File: config.mk
export PLATFORM = sky130hd
export DESIGN_NAME = mux_scan_ctrl
export DESIGN_NICKNAME = d
export VERILOG_FILES = /design/src/rtl/mux_scan_ctrl.sv
export SDC_FILE = /design/constraint.sdc
export NUM_CORES = 1
export LEC_CHECK = 0
export ABC_AREA = 1
export BUFFER_PORTS_ARGS = -buffer_cell sky130_fd_sc_hd__buf_4
export CAP_MARGIN = 20
export CELL_PAD_IN_SITES_DETAIL_PLACEMENT = 0
export CELL_PAD_IN_SITES_GLOBAL_PLACEMENT = 1
export CORE_MARGIN = 5
export CORE_UTILIZATION = 37
export CTS_BUF_LIST = sky130_fd_sc_hd__clkbuf_4
export DETAILED_ROUTE_END_ITERATION = 8
export GPL_TIMING_DRIVEN = 0
export PLACE_DENSITY_LB_ADDON = 0.1
export SETUP_SLACK_MARGIN = 0.4
export SLEW_MARGIN = 20
export SYNTH_ARGS = -nofsm -noshare
export SYNTH_HDL_FRONTEND = slang
export SYNTH_SLANG_ARGS = --single-unit
export TNS_END_PERCENT = 50
File: constraint.sdc
create_clock -name clk -period 1.2 [get_ports clk]
set_input_delay 0.12 -clock clk [delete_from_list [all_inputs] [get_ports clk]]
set_output_delay 0.12 -clock clk [all_outputs]
set_load 0.1 [all_outputs]
File: src/rtl/mux_scan_ctrl.sv
// Scan sequencer for a 4:1 mux: steps the selects through channels 0..3, dwells DWELL cycles on each, and snapshots d into a 4-bit sample.
// Optional build macro MUX_SCAN_CONTINUOUS_EN: a start held high in DONE chains straight into the next scan.
module mux_scan_ctrl #(
  parameter int DWELL = 4,
  parameter int CNT_W = 8
) (
  input  logic       clk,
  input  logic       reset,
  input  logic       start,
  input  logic       d,
  output logic       s1,
  output logic       s0,
  output logic [3:0] sample,
  output logic       valid,
  output logic       busy
);

  typedef enum logic [1:0] {IDLE, SCAN, DONE} state_t;

  localparam logic [CNT_W-1:0] LAST_CNT = CNT_W'(DWELL - 1);

  state_t           state;
  state_t           state_next;
  logic [1:0]       ch;
  logic [CNT_W-1:0] cnt;
  logic [2:0]       shadow;
  logic             last_dwell;

  assign last_dwell = (cnt == LAST_CNT);

  always_ff @(posedge clk) begin
    if (reset) state <= IDLE;
    else       state <= state_next;
  end

  always_comb begin
    state_next = state;
    case (state)
      IDLE: if (start) state_next = SCAN;
      SCAN: if (last_dwell && (ch == 2'd3)) state_next = DONE;
      DONE: begin
`ifdef MUX_SCAN_CONTINUOUS_EN
        state_next = start ? SCAN : IDLE;
`else
        state_next = IDLE;
`endif
      end
      default: state_next = IDLE;
    endcase
  end

  // ch doubles as the registered select value, so it is parked at 0 outside SCAN
  always_ff @(posedge clk) begin
    if (reset) begin
      ch     <= 2'd0;
      cnt    <= '0;
      shadow <= 3'b000;
      sample <= 4'b0000;
    end else begin
      case (state)
        SCAN: begin
          if (last_dwell) begin
            cnt <= '0;
            if (ch == 2'd3) begin
              sample <= {d, shadow};
              ch     <= 2'd0;
            end else begin
              shadow[ch] <= d;
              ch         <= ch + 2'd1;
            end
          end else begin
            cnt <= cnt + CNT_W'(1);
          end
        end
        default: begin
          ch  <= 2'd0;
          cnt <= '0;
        end
      endcase
    end
  end

  always_comb begin
    s1    = ch[1];
    s0    = ch[0];
    valid = (state == DONE);
    busy  = (state != IDLE);
  end

endmodule

# Word-level counts from Yosys, hierarchy flattened
# Index checks and enable logic that the tools add are counted.
# classes
addsub	2
n_mul	0
div_mod_pow	0
n_lt_le_gt_ge	2
eq_ne	6
n_shift	0
n_mux	7
bitwise	2
n_reduce_logical	9
# ops
operator	count
$add 8x1->8 const B	1
$eq 8x2->1 const B	1
$mux 2	3
$reduce_and 3->1	2
$eq 2x2->1 const B	2
$ne 2x2->1 const B	2
$pmux 2 s2	1
$bwmux 3	1
$lt 2x3->1 const B	1
$reduce_or 3->1	1
$add 2x1->2 const B	1
$demux 1 s2	1
$eq 2x1->1 const B	1
$ge 2x1->1 const B	1
$logic_and 1x1->1	2
$logic_not 2->1	1
$not 1->1	2
$reduce_and 2->1	1
$reduce_bool 2->1	1
$reduce_or 2->1	1
$mux 1	1
# word_totals
regBits	19
latch_bits	0
ram_bits	0
rom_bits	0
inputBits	4
output_inout_bits	8
elab_cells	33
memories	0

# Logic depth before layout (Yosys ltp)
# Gate-level depths: netlist (run 1).
# depth
depth_word	5
mapped_depth	7
depth_no_buf	7

# Least setup slack after synthesis (run 1)
# No wires, ideal clock.
# synth_path
path_type	flip-flop to flip-flop
from	reg ch[0]
to	reg shadow[0]
setup_ps	113
arrival_time_ps	1665
required_ps	1087
setup_slack_ps	-578
stages_incl_launch_ff	7
path_buffers	0
period_less_slack_ps	1778
path_cell_list	dfxtp_1 > ha_1 > nor2_1 > nand3_1 > nand2_1 > nand2_1 > nor2_1
# synth_between
elab_chain_len	5
elab_cells_between_ends	9
classes_between	order compare (2); eq/ne (1); mux (3); bitwise (1); reduce/logical (2)
# synth_lines
item	line	text
from (decl)	24	logic [1:0] ch;
from (signal assigned)	69	ch <= ch + 2'd1;
$lt 2x3->1 (implied by the code) or $ge 2x1->1 (tied branches)	68	shadow[ch] <= d;
$logic_and 1x1->1 (implied by the code)	68	
$mux 1 (implied by the code)	68	
$demux 1 s2	68	
$bwmux 3	68	
to (signal assigned)	57	shadow <= 3'b000;
to (signal, indexed assignment)	68	
to (decl)	26	logic [2:0] shadow;
# Several ways; a longest one is shown, not always the timed one.
# A chain may end at the register's enable or synchronous reset.

# Worst setup path in the final report (run 1)
# layout_path
from	reg cnt[1]
to	reg shadow[1]
# layout_between
elab_chain_len	2
# layout_lines
item	line	text
from (decl)	25	logic [CNT_W-1:0] cnt;
from (signal assigned)	72	cnt <= cnt + CNT_W'(1);
$eq 8x2->1	29	assign last_dwell = (cnt == LAST_CNT);
$reduce_and 3->1 (no source line)	-	
# No other way between the ends.

==> flow_summary_export.csv, run 1 <==
group,metric,value,unit
finish,syn_to_final_growth,57.80,%
clock_tree,cts_buffers,3,
setup_path,crit_path_top_delay_cell,"dfxtp_2",
setup_path,cpMostUsedCell,"nand2_1",
setup_path,max_stage_delay,0.37,ns
timing,fin_skew,0.006020,ns
hold_path,hp-class,"input pin to flop",
setup_path,end_kind,"flop",
synthesis,synth_area,865.8,um2
synthesis,synth_nets,131,
timing,relSlewSlack,0.8205,
power_and_ir_drop,p_total,0.001092,W
synthesis,synth-seq-cells,19,
grt,grt_usage,0.09886,
placed_design,placed_area,0.001074,mm2
synthesis,synth_warnings,0,
timing,setup_slack,-0.004227,ns
synthesis,yosys.cell_types.count,16,
detailed_routing,drc_errors,0,
floorplan,core_area,0.002233,mm2
setup_path,path_cells,"ha_4 -> nand2_4 -> nor2_4 -> buf_12 -> nand3_2 -> nand2_1 -> nand2_1 -> nor2_1",
power_and_ir_drop,vdd_ir_drop_max,537.8,uV
timing,hold_viol,0,
grt,grt_pass1_vias,631,
setup_path,rrSetupSlack,-0.004,ns
floorplan,die_y,58.38,um
run_status,failed_checks,"negative setup slack",
grt,grt_max_degree,12,
floorplan,die_x,58.38,um
flow_run,cap_violations,0,
hold_path,hold_start,"start",
setup_path,timing.rr.end,"shadow[1]",
floorplan,num_rows,17,
setup_path,critPathTopFamily,"simple AND/OR/NAND/NOR gates",
finish,drive_above_1_share,0.4897,
placed_design,hpwl,1161,um
setup_path,crit_fanout,5,
timing,worst_pin_slew,0.2689,ns
clock_tree,cts_tree,"yes",
setup_path,crit_buf_inv,1,
setup_path,worstSetupStartpoint,"cnt[1]",
setup_path,crit_type,"flop to flop",
timing,rsz0062_at_grt,"yes",
synthesis,synthCells,122,
timing,fin_crit_sh,1.004,
detailed_routing,totalWireLength,1749,um
floorplan,initial_core_util,0.3877,
clock_tree,cts_hold_buf,0,
grt,grt_pass1_wl,2677,um
power_and_ir_drop,power.density,799.5,mW/mm2
detailed_routing,vias,757,
clock_tree,clkLatencyLatePin,0.29,ns
timing,finalMaxSlewViolations,0,
hold_path,hold_end,"state[0]",
detailed_routing,drt_pass1_iterations,4,
finish,layout.nets,155,
grt,antenna_found_initial,0,
placed_design,place_inst,161,
synthesis,synth_seq_area_share,0.4393,
setup_path,cp.arrival,1.44,ns
detailed_routing,ant_nets,0,
clock_tree,root_buffer,"clkbuf_4",
detailed_routing,via_per_inst,4.376,
grt,grt_remaining_overflow,0,
detailed_routing,drt_iter0_markers,10,
setup_path,worstPathRequired,1.43,ns
setup_path,regToRegStartpoint,"cnt[1]",
floorplan,dieArea,0.003408,mm2
detailed_routing,wl_per_cell,10.11,um
clock_tree,clockBufferDepth,2,
setup_path,start_kind,"flop",
synthesis,syn_avg_cell_area,7.097,um2
finish,layoutNonFillerInstCount,173,
placed_design,numPortBuffers,11,
hold_path,holdPathStages,3,
power_and_ir_drop,cellLeakagePower,0.5945,nW
clock_tree,cts.sinks,19,
placed_design,gp_congestion,0.7388,
timing,setup_viol,2,
run_status,outcome,"finished with violations",
finish,n_antenna_cell,0,
clock_tree,path_clk_slew,0.11,ns
clock_tree,h-tree-depth,1,
finish,postLayoutCellArea,0.001366,mm2
timing,post-route-min-period,1.204,ns
floorplan,io_pins,12,
setup_path,rr_worst_depth,8,
timing,fmax,0.8304,GHz
## how the worst max path moves through the flow
stage,slack [ns],end,depth (start not counted)
after floorplan,0.07,ch[1],4
after global placement,-0.05,sample[0],7
after detailed placement,-0.08,sample[0],7
after CTS,-0.03,shadow[0],8
after global routing,-0.11,shadow[0],8
final,-0.004,shadow[1],8
## sequential cells by signal (all words and copies together) (netlist names)
signal,flops
ch,2
sample,4
cnt,8
shadow,3
state,2
## stage by stage
stage / setup TNS (ns) / setup WS (ns) / hold slack [ns] / util
2_1_floorplan: 0 / 0.07321 / 0.2544 / -
3_3_place_gp: -0.1670 / -0.04793 / 0.3811 / 0.4807
3_5_place_dp: -0.2416 / -0.07984 / 0.3901 / 0.4807
4_1_cts: -0.2753 / -0.02637 / 0.07345 / 0.5328
5_1_grt: -0.7983 / -0.1117 / 0.08152 / 0.6118
6_report: -0.007878 / -0.004227 / 0.07970 / 0.6118
## cells by family (layout without fill, tap and decap cells)
| logic type | count (synthesis) | after routing | synth area share |
|---|---|---|---|
| simple gates | 72 | 72 | 0.3512 |
| flops | 19 | 19 | 0.4393 |
| buf+inv | 19 | 42 | 0.08237 |
| fa+ha+maj | 5 | 5 | 0.07225 |
| compound gates | 4 | 4 | 0.02457 |
| xor+xnor | 3 | 3 | 0.03035 |
## cell type report
class | instances | area, um2
clock buffers | 3 | 22.52
fillers | 202 | 867.1
inverters | 19 | 76.32
clock inverters | 1 | 5.005
multi-input cells | 84 | 563.0
well taps | 28 | 35.03
flip-flops and latches | 19 | 409.1
repair buffers | 19 | 255.2
## metal layers
layer,vias up,share of wire,GRT usage
met3,2,0.029,0.02193
met1,332,0.47,0.1432
met5,-,0,0
met4,0,0.0097,0.03974
li1,414,-,-
met2,9,0.49,0.1404
## placed cells by master, fill, tap and decap left out
cell / count
a21oi_2: 1
inv_4: 2
dfxtp_2: 11
nand2_2: 4
nand2_1: 21
clkbuf_4: 3
nor3_1: 1
o21ai_0: 2
nor3_2: 1
clkinv_2: 1
dfxtp_1: 4
nand4_1: 1
ha_1: 3
inv_1: 14
nand3_2: 2
inv_2: 3
nor2_4: 7
buf_4: 10
dfxtp_4: 4
or2_4: 1
nand3_4: 2
ha_4: 2
xor2_1: 2
nor2_2: 5
xnor2_1: 1
buf_12: 9
a31oi_1: 1
nand3_1: 1
nand2_4: 3
nor2_1: 23
## repair_timing
action / in CTS / in global routing
setup buffers: 5 / 3
setup endpoints to repair: 27 / 27
pin swaps: 8 / 9
resized for setup: 12 / 43
## synthesized netlist by cell type
| cell type | instances | area share |
|---|---|---|
| a21oi_1 | 1 | 0.0058 |
| a31oi_1 | 1 | 0.0072 |
| dfxtp_1 | 19 | 0.44 |
| ha_1 | 5 | 0.072 |
| inv_1 | 19 | 0.082 |
| nand2_1 | 28 | 0.12 |
| nand3_1 | 4 | 0.023 |
| nand3_4 | 1 | 0.020 |
| nand4_1 | 1 | 0.0072 |
| nor2_1 | 34 | 0.15 |
| nor2_4 | 1 | 0.013 |
| nor3_1 | 2 | 0.012 |
| o21ai_0 | 2 | 0.012 |
| or2_2 | 1 | 0.0072 |
| xnor2_1 | 1 | 0.010 |
| xor2_1 | 2 | 0.020 |
## worst register-to-register path, cell delays in order (launching register included)
cell and delay, ns:
dfxtp_2 0.37, ha_4 0.16, nand2_4 0.05, nor2_4 0.17, buf_12 0.14, nand3_2 0.07, nand2_1 0.07, nand2_1 0.04
nor2_1 0.08
## power breakdown
group	leakage [nW]	total, W	internal [W]	switching (W)
sequential	0.162	0.000640	0.000630	0.00000939
clock	0.0177	0.000318	0.000124	0.000195
combinational	0.415	0.000134	0.0000493	0.0000851
(Power assumes the default switching activity.)
==> run 2, diff against run 1 <==
==> constraint.sdc (replaced) <==
create_clock -name clk -period 1.1 [get_ports clk]
set_input_delay 0.11 -clock clk [delete_from_list [all_inputs] [get_ports clk]]
set_output_delay 0.11 -clock clk [all_outputs]
set_load 0.1 [all_outputs]
==> run 2 against run 1 <==
Effect of this change:
- the flow still finishes with violations (negative setup slack)
- clock power is 9.1% higher
- sequential power is 9.1% higher
- via count is 0.13% lower
- clock skew stayed put
- combinational power is 9.7% higher
- cell count stayed put
- die area stayed put
- utilization is 0.50 points lower
- power is 9.1% higher
- global-route usage is 0.41 points higher
- first-iteration DRC count is 20% lower
- sequential share of layout area is 0.25 points higher
==> flow_summary_export.csv, run 2 (synthesis results as in run 1) <==
group,metric,value,unit
flow_run,cap_violations,0,
floorplan,die_y,58.38,um
setup_path,critPathTopFamily,"simple AND/OR/NAND/NOR gates",
setup_path,crit_type,"flop to flop",
power_and_ir_drop,power.density,879.5,mW/mm2
finish,layoutNonFillerInstCount,173,
floorplan,core_area,0.002233,mm2
power_and_ir_drop,combPwrFrac,0.123,
grt,grt_pass1_wl,2794,um
timing,finalMaxSlewViolations,0,
setup_path,crit_path_top_delay_cell,"dfxtp_2",
setup_path,cp.arrival,1.44,ns
power_and_ir_drop,vdd_ir_drop_max,586.5,uV
finish,largest_reg_flops,8,
clock_tree,root_buffer,"clkbuf_4",
power_and_ir_drop,p_sw_frac,0.2647,
floorplan,initial_core_util,0.3877,
finish,layout_common_cells,"nor2_1, nand2_1, inv_1",
timing,fin_crit_sh,1.095,
clock_tree,path_clk_slew,0.11,ns
setup_path,max_stage_delay,0.37,ns
finish,syn_to_final_growth,56.50,%
setup_path,rrSetupSlack,-0.10,ns
detailed_routing,totalWireLength,1748,um
setup_path,worstPathRequired,1.33,ns
clock_tree,cts_hold_buf,0,
grt,grt_pass1_vias,648,
setup_path,end_kind,"flop",
setup_path,crit_fanout,5,
finish,drive_above_1_share,0.4897,
detailed_routing,vias,756,
setup_path,start_kind,"flop",
timing,fin_skew,0.006020,ns
detailed_routing,drt_pass1_iterations,4,
power_and_ir_drop,cellLeakagePower,0.5915,nW
timing,setup_slack,-0.1049,ns
detailed_routing,ant_nets,0,
hold_path,hp-class,"input pin to flop",
placed_design,numPortBuffers,11,
grt,antenna_found_initial,0,
setup_path,path_cells,"ha_4 -> nand2_4 -> nor2_4 -> buf_12 -> nand3_2 -> nand2_1 -> nand2_1 -> nor2_1",
floorplan,io_pins,12,
finish,layout.nets,155,
floorplan,num_rows,17,
timing,relSlewSlack,0.8205,
setup_path,crit_buf_inv,1,
clock_tree,cts.sinks,19,
clock_tree,clockBufferDepth,2,
timing,rsz0062_at_grt,"yes",
timing,setup_viol,19,
floorplan,dieArea,0.003408,mm2
timing,hold_viol,0,
finish,final_common_cell,"nor2_1",
clock_tree,cts_tree,"yes",
detailed_routing,drt_iter0_markers,8,
timing,tns,-1.389,ns
grt,grt_usage,0.1030,
floorplan,die_x,58.38,um
finish,top_register,"cnt",
power_and_ir_drop,p_int,0.0008762,W
power_and_ir_drop,seqPwrFrac,0.585,
grt,grt_max_degree,12,
placed_design,gp_congestion,0.7388,
timing,post-route-min-period,1.205,ns
timing,fmax,0.8300,GHz
clock_tree,cts_buffers,3,
timing,worst_pin_slew,0.2689,ns
clock_tree,clkLatencyLatePin,0.29,ns
detailed_routing,drc_errors,0,
power_and_ir_drop,p_sw,0.0003155,W
clock_tree,h-tree-depth,1,
power_and_ir_drop,p_clk_frac,0.291,
run_status,failed_checks,"negative setup slack",
grt,grt_remaining_overflow,0,
setup_path,cpMostUsedCell,"nand2_1",
detailed_routing,via_per_inst,4.370,
placed_design,place_inst,161,
finish,n_antenna_cell,0,
placed_design,hpwl,1161,um
detailed_routing,wl_per_cell,10.10,um
run_status,outcome,"finished with violations",
finish,reg_top3,"cnt: 8 flops, sample: 4 flops, shadow: 3 flops",
## run 2: cell counts in the layout (fill, tap and decap cells not counted)
Identical to the previous run, type by type.
## run 2: layout make-up
cell class	instances	area, um2
Clock buffer	3	22.52
Clock inverter	1	5.005
Fill cell	201	878.3
Inverter	19	73.82
Multi-Input combinational cell	84	563.0
Sequential cell	19	409.1
Tap cell	28	35.03
Timing Repair Buffer	19	246.5
## run 2: power by group through the flow
stage                     Combinational (W)  Sequential, W  Clock, W
after floorplan                   0.0000854       0.000717         0
after global placement             0.000112       0.000718         0
after detailed placement           0.000113       0.000718         0
after CTS                          0.000134       0.000703  0.000363
after global routing               0.000157       0.000699  0.000397
final                              0.000147       0.000698  0.000347
## run 2: per-layer routing
metal	global-route usage	vias to the layer above	part of all wire
li1	-	414	-
met1	0.1473	331	0.47
met2	0.1499	9	0.49
met3	0.02193	2	0.029
met4	0.03974	0	0.0097
met5	0	-	0
## run 2: path summary, 6_finish.rpt
check             from         to  cells past startpoint
max reg2reg     cnt[1]  shadow[1]                      8
min reg2reg  shadow[0]  sample[0]                      2
max             cnt[1]  shadow[1]                      8
min              start   state[0]                      3
## run 2: what timing repair did
action,4_1_cts,5_1_grt
gates resized for setup,26,26
gates cloned,0,0
pin swaps,7,8
endpoints found under the setup margin,27,27
buffers inserted,5,3
## run 2: tightest hold or removal path, stage by stage
cell and delay, ns:
buf_4 0.10, nand2_1 0.05, o21ai_0 0.06
## run 2: through the flow
stage	hold WS, ns	total power [W]	utilization	worst slack, ns	area [um2]
after floorplan	0.2444	0.0008026	-	-0.02679	955.9
after global placement	0.3711	0.0008296	0.4807	-0.1479	1074
after detailed placement	0.3801	0.0008311	0.4807	-0.1798	1074
after CTS	0.06345	0.001200	0.5597	-0.1264	1250
after global routing	0.07152	0.001253	0.6067	-0.2117	1355
final	0.06970	0.001192	0.6067	-0.1049	1355
==> run 3, diff against run 2 <==
--- a/config.mk
+++ b/config.mk
@@ -17,6 +17,7 @@
 export GPL_TIMING_DRIVEN = 0
 export PLACE_DENSITY_LB_ADDON = 0.1
 export SETUP_SLACK_MARGIN = 0.4
+export SKIP_CTS_REPAIR_TIMING = 1
 export SLEW_MARGIN = 20
 export SYNTH_ARGS = -nofsm -noshare
 export SYNTH_HDL_FRONTEND = slang
==> run 3 against run 2 <==
Effect of this change:
- the flow still finishes with violations (negative setup slack)
- highest routed layer unchanged
- register-to-register slack lost 0.06 ns
- clock skew shrank 0.0030 ns
- largest cell class unchanged
- non-clock buffer count shrank 5
- die area is the same
- global-route usage shrank 0.91 points
- sequential power grew 0.7%
- hold slack gained 0.00064 ns
- clock power shrank 2%
- setup slack lost 0.064 ns
==> flow_summary_export.csv, run 3 (synthesis results as in run 1) <==
group,metric,value,unit
finish,postLayoutCellArea,0.001222,mm2
detailed_routing,wl_per_cell,9.417,um
timing,worst_pin_slew,0.2674,ns
setup_path,path_cells,"ha_4 -> nand2_4 -> nor2_4 -> buf_4 -> nor2_2 -> inv_2 -> nor2_1",
run_status,failed_checks,"negative setup slack",
finish,largest_reg_flops,8,
grt,grt_remaining_overflow,0,
clock_tree,h-tree-depth,1,
detailed_routing,ant_nets,0,
finish,fillerInstances,220,
timing,setup_viol,19,
placed_design,place_inst,161,
finish,layoutNonFillerInstCount,168,
setup_path,start_kind,"flop",
detailed_routing,totalWireLength,1582,um
floorplan,num_rows,17,
timing,whs,0.07034,ns
setup_path,crit_fanout,8,
setup_path,max_stage_delay,0.38,ns
power_and_ir_drop,cellLeakagePower,0.5340,nW
hold_path,hold_start,"start",
setup_path,timing.rr.end,"cnt[1]",
power_and_ir_drop,seqPwrFrac,0.600,
finish,final_common_cell,"nor2_1",
finish,syn_to_final_growth,41.18,%
finish,top_register,"cnt",
run_status,outcome,"finished with violations",
grt,grt_pass1_vias,600,
finish,drive_above_1_share,0.3643,
clock_tree,path_clk_slew,0.11,ns
power_and_ir_drop,p_sw,0.0002996,W
timing,setup_slack,-0.1694,ns
placed_design,placed_area,0.001074,mm2
floorplan,io_pins,12,
power_and_ir_drop,p_int,0.0008726,W
hold_path,hold_end,"state[0]",
setup_path,worstSetupStartpoint,"cnt[0]",
grt,grt_max_degree,12,
timing,fin_crit_sh,1.154,
grt,antenna_found_initial,0,
detailed_routing,drt_pass1_iterations,3,
timing,fmax,0.7878,GHz
floorplan,die_y,58.38,um
timing,finalMaxSlewViolations,0,
timing,hold_viol,0,
clock_tree,root_buffer,"clkbuf_4",
floorplan,die_x,58.38,um
clock_tree,clkLatencyLatePin,0.29,ns
placed_design,hpwl,1161,um
setup_path,crit_buf_inv,2,
setup_path,critPathTopFamily,"flip-flops",
floorplan,initial_core_util,0.3877,
setup_path,rrSetupSlack,-0.17,ns
clock_tree,clockBufferDepth,2,
detailed_routing,drt_iter0_markers,4,
finish,layout.nets,150,
setup_path,cp.arrival,1.46,ns
hold_path,holdPathStages,3,
placed_design,gp_congestion,0.7388,
grt,grt_pass1_wl,2532,um
power_and_ir_drop,combPwrFrac,0.109,
setup_path,crit_path_top_delay_cell,"dfxtp_2",
setup_path,end_kind,"flop",
detailed_routing,via_per_inst,4.256,
power_and_ir_drop,p_clk_frac,0.291,
timing,rsz0062_at_grt,"yes",
setup_path,worstPathRequired,1.29,ns
finish,layout_common_cells,"nor2_1, nand2_1, inv_1",
setup_path,rr_worst_depth,7,
setup_path,regToRegStartpoint,"cnt[0]",
power_and_ir_drop,p_sw_frac,0.2556,
placed_design,numPortBuffers,11,
detailed_routing,drc_errors,0,
detailed_routing,vias,715,
power_and_ir_drop,p_total,0.001172,W
finish,n_antenna_cell,0,
timing,fin_skew,0.002988,ns
clock_tree,cts_buffers,3,
timing,post-route-min-period,1.269,ns
hold_path,hp-class,"input pin to flop",
power_and_ir_drop,power.density,959.0,mW/mm2
grt,grt_usage,0.09385,
floorplan,dieArea,0.003408,mm2
timing,relSlewSlack,0.8216,
clock_tree,cts_tree,"yes",
setup_path,crit_type,"flop to flop",
finish,reg_top3,"cnt: 8 flops, sample: 4 flops, shadow: 3 flops",
floorplan,core_area,0.002233,mm2
clock_tree,cts.sinks,19,
flow_run,cap_violations,0,
power_and_ir_drop,vdd_ir_drop_max,584.4,uV
==> run 3: changes by cell type in the layout (fill, tap and decap cells not counted), sizes merged <==
| cell | before | now |
|---|---|---|
| buf | 19 | 14 |
==> run 3: tightest hold or removal path, cell delays in order <==
cell,delay (ns)
buf_4,0.10
nand2_1,0.05
o21ai_0,0.06
==> run 3: power by group through the flow <==
stage / logic, W / clock network, W / registers, W
finish: 0.000128 / 0.000341 / 0.000703
global route: 0.000136 / 0.000397 / 0.000705
CTS: 0.000113 / 0.000363 / 0.000703
detailed placement: 0.000113 / 0 / 0.000718
global placement: 0.000112 / 0 / 0.000718
floorplan: 0.0000854 / 0 / 0.000717
==> run 3: area by class of cell <==
type,count,area [um2],area share
clock buffer,3,22.52,0.01842
sequential,19,401.6,0.3286
multi-input combinational,84,494.2,0.4043
clock inverter,1,5.005,0.004094
tap,28,35.03,0.02866
timing repair buffer,14,192.7,0.1576
inverter,19,71.32,0.05834
==> run 3: worst max path at each step <==
stage	endpoint	cells after the start
floorplan	ch[1]	4
detailed placement	sample[0]	7
global route	ch[0]	6
global placement	sample[0]	7
finish	cnt[1]	7
CTS	sample[0]	7
==> run 3: layer usage <==
| metal | global-route usage | vias to the layer above | routed length [um] |
|---|---|---|---|
| met4 | 0.03974 | 0 | 18 |
| met3 | 0.01974 | 2 | 55 |
| met1 | 0.1365 | 301 | 801 |
| met5 | 0 | - | 0 |
| li1 | - | 403 | - |
| met2 | 0.1324 | 9 | 707 |
==> run 3: stage by stage <==
| step | TNS, ns | setup slack, ns | utilization |
|---|---|---|---|
| CTS | -2.464 | -0.2156 | 0.4930 |
| floorplan | -0.1485 | -0.02679 | - |
| global route | -3.824 | -0.2412 | 0.5473 |
| detailed placement | -1.625 | -0.1798 | 0.4807 |
| global placement | -1.361 | -0.1479 | 0.4807 |
| finish | -2.360 | -0.1694 | 0.5473 |
